File: config.mk
export PLATFORM = sky130hd
export DESIGN_NAME = bcd_down_counter
export DESIGN_NICKNAME = d
export VERILOG_FILES = /design/src/rtl/bcd_pkg.sv /design/src/rtl/bcd_down_digit.sv /design/src/rtl/bcd_down_counter.sv
export SDC_FILE = /design/constraint.sdc
export NUM_CORES = 1
export LEC_CHECK = 0
export BUFFER_PORTS_ARGS = -buffer_cell sky130_fd_sc_hd__buf_2
export CAP_MARGIN = 20
export CORE_ASPECT_RATIO = 0.75
export CORE_MARGIN = 10
export CORE_UTILIZATION = 39
export DETAILED_ROUTE_END_ITERATION = 7
export HOLD_SLACK_MARGIN = 0.15
export SETUP_SLACK_MARGIN = 0.4
export SYNTH_ARGS = -nofsm -noshare
export SYNTH_HDL_FRONTEND = slang
export SYNTH_SLANG_ARGS = --single-unit
File: constraint.sdc
create_clock -name clk -period 2.5 [get_ports clk]
set_input_delay 0.25 -clock clk [delete_from_list [all_inputs] [get_ports clk]]
set_output_delay 0.25 -clock clk [all_outputs]
set_load 0.02 [all_outputs]
File: src/rtl/bcd_pkg.sv
// Shared types and helpers for the BCD countdown counter.
package bcd_pkg;

  localparam logic [3:0] BCD_MAX = 4'd9;

  typedef enum logic [1:0] {
    IDLE,
    ARMED,
    RUN,
    DONE
  } state_t;

  // Clamp a raw nibble to a legal BCD digit; anything above 9 becomes 9.
  function automatic logic [3:0] bcd_sanitise(input logic [3:0] digit);
    return (digit > BCD_MAX) ? BCD_MAX : digit;
  endfunction

endpackage

File: src/rtl/bcd_down_digit.sv
// One BCD digit of the countdown chain. It decrements when the global
// decrement enable and its incoming borrow are both set, wrapping 0 -> 9,
// and passes a borrow on when it is sitting at 0.
module bcd_down_digit
  import bcd_pkg::*;
(
  input  logic       clk,
  input  logic       rst,
  input  logic       ld,
  input  logic [3:0] ld_val,
  input  logic       dec,
  input  logic       borrow_in,
  output logic [3:0] q,
  output logic       borrow_out
);

  // Digit register: load has priority over a borrowed decrement.
  always_ff @(posedge clk) begin
    if (rst) begin
      q <= 4'd0;
    end else if (ld) begin
      q <= ld_val;
    end else if (dec && borrow_in) begin
      q <= (q == 4'd0) ? BCD_MAX : q - 4'd1;
    end
  end

  assign borrow_out = borrow_in & (q == 4'd0);

endmodule

File: src/rtl/bcd_down_counter.sv
// Multi-digit BCD countdown counter with load sanitising, start/stop control,
// a completion pulse and optional automatic reload of the last loaded value.
module bcd_down_counter
  import bcd_pkg::*;
#(
  parameter int DIGITS      = 4,
  parameter int AUTO_RELOAD = 0
) (
  input  logic                clk,
  input  logic                rst,
  input  logic                load,
  input  logic [4*DIGITS-1:0] load_val,
  input  logic                start,
  input  logic                stop,
  input  logic                tick,
  output logic [4*DIGITS-1:0] count,
  output logic                busy,
  output logic                zero,
  output logic                done,
  output logic                load_err
);

  localparam int W = 4 * DIGITS;
  localparam logic [W-1:0] COUNT_ONE = W'(1);

  state_t         state;
  state_t         state_next;
  logic [W-1:0]   reload;
  logic [W-1:0]   sanitised;
  logic           bad_digit;
  logic           digit_ld;
  logic [W-1:0]   digit_ld_val;
  logic           dec;
  logic           done_next;
  logic           count_zero;
  logic [DIGITS:0] borrow;

  // Clamp every incoming digit to 9 and note whether any needed clamping.
  always_comb begin
    sanitised = '0;
    bad_digit = 1'b0;
    for (int d = 0; d < DIGITS; d++) begin
      sanitised[4*d +: 4] = bcd_sanitise(load_val[4*d +: 4]);
      if (load_val[4*d +: 4] > BCD_MAX) begin
        bad_digit = 1'b1;
      end
    end
  end

  // Digit chain: digit 0 always sees a borrow, so a decrement always lands on it.
  assign borrow[0] = 1'b1;

  for (genvar g = 0; g < DIGITS; g++) begin : g_digit
    bcd_down_digit u_digit (
      .clk        (clk),
      .rst        (rst),
      .ld         (digit_ld),
      .ld_val     (digit_ld_val[4*g +: 4]),
      .dec        (dec),
      .borrow_in  (borrow[g]),
      .q          (count[4*g +: 4]),
      .borrow_out (borrow[g+1])
    );
  end

  // The borrow ripples all the way out only when every digit reads 0.
  assign count_zero = borrow[DIGITS];
  assign zero       = count_zero;
  assign busy       = (state == RUN);

  // Next-state and datapath control, priority load > stop > start > tick.
  always_comb begin
    state_next   = state;
    digit_ld     = 1'b0;
    digit_ld_val = sanitised;
    dec          = 1'b0;
    done_next    = 1'b0;
    if (load) begin
      digit_ld   = 1'b1;
      state_next = (sanitised != '0) ? ARMED : IDLE;
    end else if (stop) begin
      if (state == RUN) begin
        state_next = ARMED;
      end
    end else if (start && (state == ARMED)) begin
      state_next = RUN;
    end else if (tick && (state == RUN)) begin
      if (count_zero) begin
        if (AUTO_RELOAD != 0) begin
          digit_ld     = 1'b1;
          digit_ld_val = reload;
        end
      end else begin
        dec = 1'b1;
        if (count == COUNT_ONE) begin
          done_next = 1'b1;
          if (AUTO_RELOAD == 0) begin
            state_next = DONE;
          end
        end
      end
    end
  end

  // State, reload value and the single-cycle status pulses.
  always_ff @(posedge clk) begin
    if (rst) begin
      state    <= IDLE;
      reload   <= '0;
      done     <= 1'b0;
      load_err <= 1'b0;
    end else begin
      state    <= state_next;
      done     <= done_next;
      load_err <= load & bad_digit;
      if (load) begin
        reload <= sanitised;
      end
    end
  end

endmodule

## Yosys cells after proc, flatten, opt, wreduce, memory -nomap -nowiden

Cells that the tools add are included.

- Bits in registers: 20
- Output and inout bits: 20

- Reduce and logical (&&, ||, !) cells: 18
- Bitwise gates (word level): 5
- $lt $le $gt $ge: 4
- Equality and inequality tests: 5
- Muxes and demuxes: 35
- $add $sub $neg: 4

Operator list:

| kind | count |
|---|---|
| 4-bit two-way mux | 16 |
| 16-bit by 1-bit == test with 1-bit output, second input constant | 1 |
| 4-bit > comparator, second input constant | 4 |
| 4-bit zero test | 4 |
| 16-bit nonzero test | 1 |
| 4-bit by 1-bit subtractor with 4-bit output, second input constant | 4 |
| 2-bit two-way mux | 7 |
| 1-bit two-way mux | 12 |
| 2-bit nonzero test | 4 |
| 4-bit nonzero test | 2 |
| 6-bit OR reduction | 1 |
| 1-bit logical AND | 5 |
| 1-bit bitwise AND | 4 |
| 4-bit by 3-bit != test with 1-bit output, second input constant | 1 |
| 4-bit AND reduction | 1 |
| 3-bit by 2-bit != test with 1-bit output, second input constant | 1 |
| 2-bit by 1-bit == test with 1-bit output, second input constant | 1 |
| 2-bit == test, second input constant | 1 |
| 1-bit inverter | 1 |

## Logic depth before layout (Yosys ltp)

- Word-level depth: 12
- Mapped depth: 6

## Modules after synthesis

Synthesis repeated with hierarchy kept, for this count alone.

- Cell total of the unflattened synthesis: 159
- Area, all modules: 1343.8 µm²

Modules (own cells, without submodules):

| module | cells an instance | times used | area an instance (µm²) | seq. area each (µm²) |
|---|---|---|---|---|
| bcd_down_digit | 27 | 4 | 234.0 | 80.1 |
| bcd_down_counter | 51 | 1 | 407.9 | 80.1 |

## Least setup slack after synthesis

No wires, ideal clock.

- Kind: flip-flop to flip-flop
- From: register g_digit[0].u_digit.q[0]
- To: register g_digit[2].u_digit.q[0]
- Setup slack: 0.111 ns
- Buffers on the path: 2
- Data arrival time: 2.302 ns
- Required time: 2.414 ns
- Cell stages (with the launch flop): 7
- Period minus slack after synthesis: 2.389 ns
- Cells stage by stage: dfxtp_1 > or4_1 > clkbuf_2 > or4_1 > clkbuf_2 > or3_1 > a221oi_2

- Cells in the longest elaborated chain, start to end: 11

Ends and longest elaborated chain:

| element | RTL line | text |
|---|---|---|
| start: declaration | bcd_down_digit.sv:13 | `output logic [3:0] q,` |
| start signal: assignment | bcd_down_digit.sv:22 | `q <= ld_val;` |
| start signal: assignment | bcd_down_digit.sv:24 | `q <= (q == 4'd0) ? BCD_MAX : q - 4'd1;` |
| 4-bit zero test (*) | bcd_down_digit.sv:28 | `assign borrow_out = borrow_in & (q == 4'd0);` |
| 1-bit bitwise AND (*) | bcd_down_digit.sv:28 |  |
| 1-bit bitwise AND (2 in a row) | bcd_down_digit.sv:28 |  |
| 1-bit two-way mux | bcd_down_counter.sv:88 | `if (count_zero) begin` |
| 1-bit two-way mux | bcd_down_counter.sv:87 | `end else if (tick && (state == RUN)) begin` |
| 1-bit two-way mux | bcd_down_counter.sv:85 | `end else if (start && (state == ARMED)) begin` |
| 1-bit two-way mux | bcd_down_counter.sv:81 | `end else if (stop) begin` |
| 1-bit two-way mux | bcd_down_counter.sv:78 | `if (load) begin` |
| 1-bit logical AND (*) | bcd_down_digit.sv:23 | `end else if (dec && borrow_in) begin` |
| 2-bit nonzero test (no line) (*) | - |  |
| end signal: assignment | bcd_down_digit.sv:22 |  |
| end signal: assignment | bcd_down_digit.sv:24 |  |
| end: declaration | bcd_down_digit.sv:13 |  |

Mark *: on every way between the ends. The rest lies on a longest branch, timed or not.
A chain may end at the register's enable or synchronous reset.

## Worst setup path after layout

- From: register g_digit[1].u_digit.q[1]
- To: register g_digit[2].u_digit.q[0]

- Cells in the longest elaborated chain, start to end: 11

Ends and longest elaborated chain:

| element | RTL line |
|---|---|
| start: declaration | bcd_down_digit.sv:13 |
| start signal: assignment | bcd_down_digit.sv:22 |
| start signal: assignment | bcd_down_digit.sv:24 |
| 4-bit zero test (*) | bcd_down_digit.sv:28 |
| 1-bit bitwise AND (*) | bcd_down_digit.sv:28 |
| 1-bit bitwise AND (2 in a row) | bcd_down_digit.sv:28 |
| 1-bit two-way mux | bcd_down_counter.sv:88 |
| 1-bit two-way mux | bcd_down_counter.sv:87 |
| 1-bit two-way mux | bcd_down_counter.sv:85 |
| 1-bit two-way mux | bcd_down_counter.sv:81 |
| 1-bit two-way mux | bcd_down_counter.sv:78 |
| 1-bit logical AND (*) | bcd_down_digit.sv:23 |
| 2-bit nonzero test (no line) (*) | - |

Marks and branches as above.

==> impl_metrics.json <==
{
  "detail_route.iter0.violations": 133,
  "synth-simple-area-share": 0.3648,
  "worstPathRequired_ns": 2.69,
  "gp_congestion": 0.8913,
  "io_buffers": 41,
  "ys.flop_type": "dfxtp_1",
  "antenna_found_initial": 0,
  "status": "completed",
  "cts.sinks": 20,
  "min_path_type": "input pin to flop",
  "grt_max_degree": 22,
  "grt_pass1_vias": 1323,
  "dr.pass1.iters": 4,
  "synth_cell_types": 39,
  "peakVddDrop_mv": 0.2965,
  "synthCells": 161,
  "setup_violations": 0,
  "r2r_cells": 4,
  "drv_slew": 0,
  "met2WireLength_mm": 1.942,
  "maxCapViolations": 0,
  "synth_xor_xnor_area_share": 0,
  "power_mw": 0.8176,
  "synth_fp_nets": 183,
  "fmax_mhz": 459.8,
  "drcViolationCount": 0,
  "numCtsBuffers": 3,
  "critPathMaxFanout": 5,
  "num_rows": 17,
  "hold_depth": 3,
  "relSlewSlack": 0.5690,
  "dr_total_vias": 1487,
  "syn_area_per_cell_sq_um": 7.647,
  "totalWireLength_mm": 4.392,
  "dr.max_layer_used": "met4",
  "ant_nets": 0,
  "synth.area.mux_share": 0.02439,
  "cts_max_path_buffers": 2,
  "core_sq_um": 2978,
  "synth_commonest_cells": "dfxtp_1, nor2_1, o21ai_0",
  "yosys.area.top_type": "dfxtp_1",
  "clk_pin_slew_ns": 0.08,
  "finClkSkew_ns": 0.009488,
  "synth-async-reset-ratio": 0,
  "clk_latency_ns": 0.27,
  "start_kind": "flop",
  "worstPathCellList": "or4_4, or4_4, or3_1, a221oi_2",
  "synth_area_leaders": "dfxtp_1, o21ai_0, nor2_1",
  "final.setup.tns_ns": 0,
  "tightest_slew_ns": 0.6406,
  "grt_pass1_wl_mm": 6.465,
  "place_hpwl_mm": 3.137,
  "p_per_area_nw_per_um2": 489.5,
  "fin_nets": 232,
  "finalHoldViolCount": 0,
  "synth_edf_count": 0,
  "grt-ovfl-total": 0,
  "cp_common_cell": "or4_4",
  "ys_seq_elements": 20,
  "syn_area_sq_um": 1231,
  "synthAdderAreaFrac": 0,
  "yosysMostFrequentCell": "dfxtp_1",
  "synth_top_family_by_area": "simple AND/OR/NAND/NOR gates",
  "max_stage_delay_ns": 0.61,
  "drive_gt1_frac": 0.3828,
  "wl_met3_microns": 502,
  "period_minus_slack_ns": 2.175,
  "synth_compound_area_frac": 0.2378,
  "yosysWarnings": 0,
  "fp.dieW_microns": 84.88,
  "grt_usage": 0.1383,
  "end_kind": "flop",
  "p_leak_nw": 0.6742,
  "synth.top_cell.area_share": 0.3252,
  "clockRootBuffer": "clkbuf_8",
  "wl_met1_mm": 1.869,
  "cts_tree": "yes",
  "h-tree-depth": 1,
  "wire_per_inst_microns": 17.78,
  "cpMaxStageDelayCell": "or4_4",
  "worstSetupPathType": "flop to flop",
  "period_share": 0.8699,
  "num_antenna_cells": 0,
  "ys_seq_area_frac": 0.3252,
  "die_h_microns": 68.66,
  "die-area_sq_um": 5828,
  "whs_ns": 0.2192,
  "synthToLayoutAreaGrowth_pct": 35.67,
  "post_drt_via_cell_ratio": 6.020,
  "initial_utilization": 0.4134,
  "crit_arrival_ns": 2.37,
  "ios": 42,
  "grt_setup_unrepaired": "true"
}
[final timing paths]
path,startpoint,end,slack [ns]
hold reg to reg,g_digit[1].u_digit.q[1],g_digit[1].u_digit.q[1],0.51
setup / recovery,g_digit[1].u_digit.q[1],g_digit[2].u_digit.q[0],0.33
setup reg to reg,g_digit[1].u_digit.q[1],g_digit[2].u_digit.q[0],0.33
hold / removal,load_val[13],g_digit[3].u_digit.q[1],0.22
[placed cells by master, fill, tap and decap left out, types with 3 or more instances in the layout]
cell type	Yosys	layout
nand4_1	4	4
o211ai_1	3	3
nor2_1	14	13
o21ai_0	14	13
or3_4	0	3
nand3_1	7	7
or4_4	0	6
dfxtp_1	20	14
dfxtp_2	0	4
mux2i_1	3	3
buf_4	0	11
nor2b_1	6	6
nand2_1	8	8
a21oi_1	7	7
clkbuf_8	0	3
inv_1	5	5
nor4_1	7	7
nand2b_1	3	3
or2_2	3	3
nor3_1	10	9
buf_2	0	40
[state kept, by name, summed over array words and instances, names as in the netlist]
name               flops
g_digit.u_digit.q     16
state                  2
done                   1
load_err               1
[per-stage QoR]
stage / cells / cell area [sq um] / util / setup WS, ns
2_1_floorplan: 161 / 1245 / - / 0.1794
3_3_place_gp: 234 / 1479 / 0.4966 / 0.2222
3_5_place_dp: 234 / 1479 / 0.4966 / 0.1937
4_1_cts: 241 / 1578 / 0.5298 / 0.3453
5_1_grt: 247 / 1670 / 0.5609 / 0.3108
6_report: 247 / 1670 / 0.5609 / 0.3252
[power by group]
part	switching [mW]	internal (mW)	total, mW
Clock	0.120	0.114	0.234
Combinational	0.128	0.0964	0.224
Sequential	0.0232	0.336	0.360
Total	0.271	0.547	0.818
[kinds of logic (layout without fill, tap and decap cells)]
family,count (synthesis),in the layout
mux,3,3
flops,20,20
buf+inv,15,62
compound gates,43,43
simple gates,80,81
[layout make-up]
type                       instances  area [sq um]
inverter                           5         18.77
clock buffer                       4         45.04
multi-input combinational        127         840.8
fill                             284          1308
tap                               38         47.55
timing repair buffer              53         305.3
sequential                        20         412.9
[per-layer routing]
layer / up-vias / track usage
met4: 0 / 0.05123
met1: 674 / 0.1789
met3: 11 / 0.05035
li1: 718 / -
met5: - / 0
met2: 84 / 0.2077
[critical path: cells and delay by family (launching register included)]
| kind | cells | cell delay [ns] |
|---|---|---|
| AOI/OAI and AO/OA | 1 | 0.23 |
| DFF | 1 | 0.33 |
| and+or+nand+nor | 3 | 1.53 |
[what timing repair did]
item	CTS	global route
cloned	0	1
hold buffers	0	0
endpoints found under the setup margin	8	11
pin swaps	3	8
hold endpoints to repair	0	0
setup buffers	3	5
resized for setup	9	16
(Power assumes the default switching activity.)
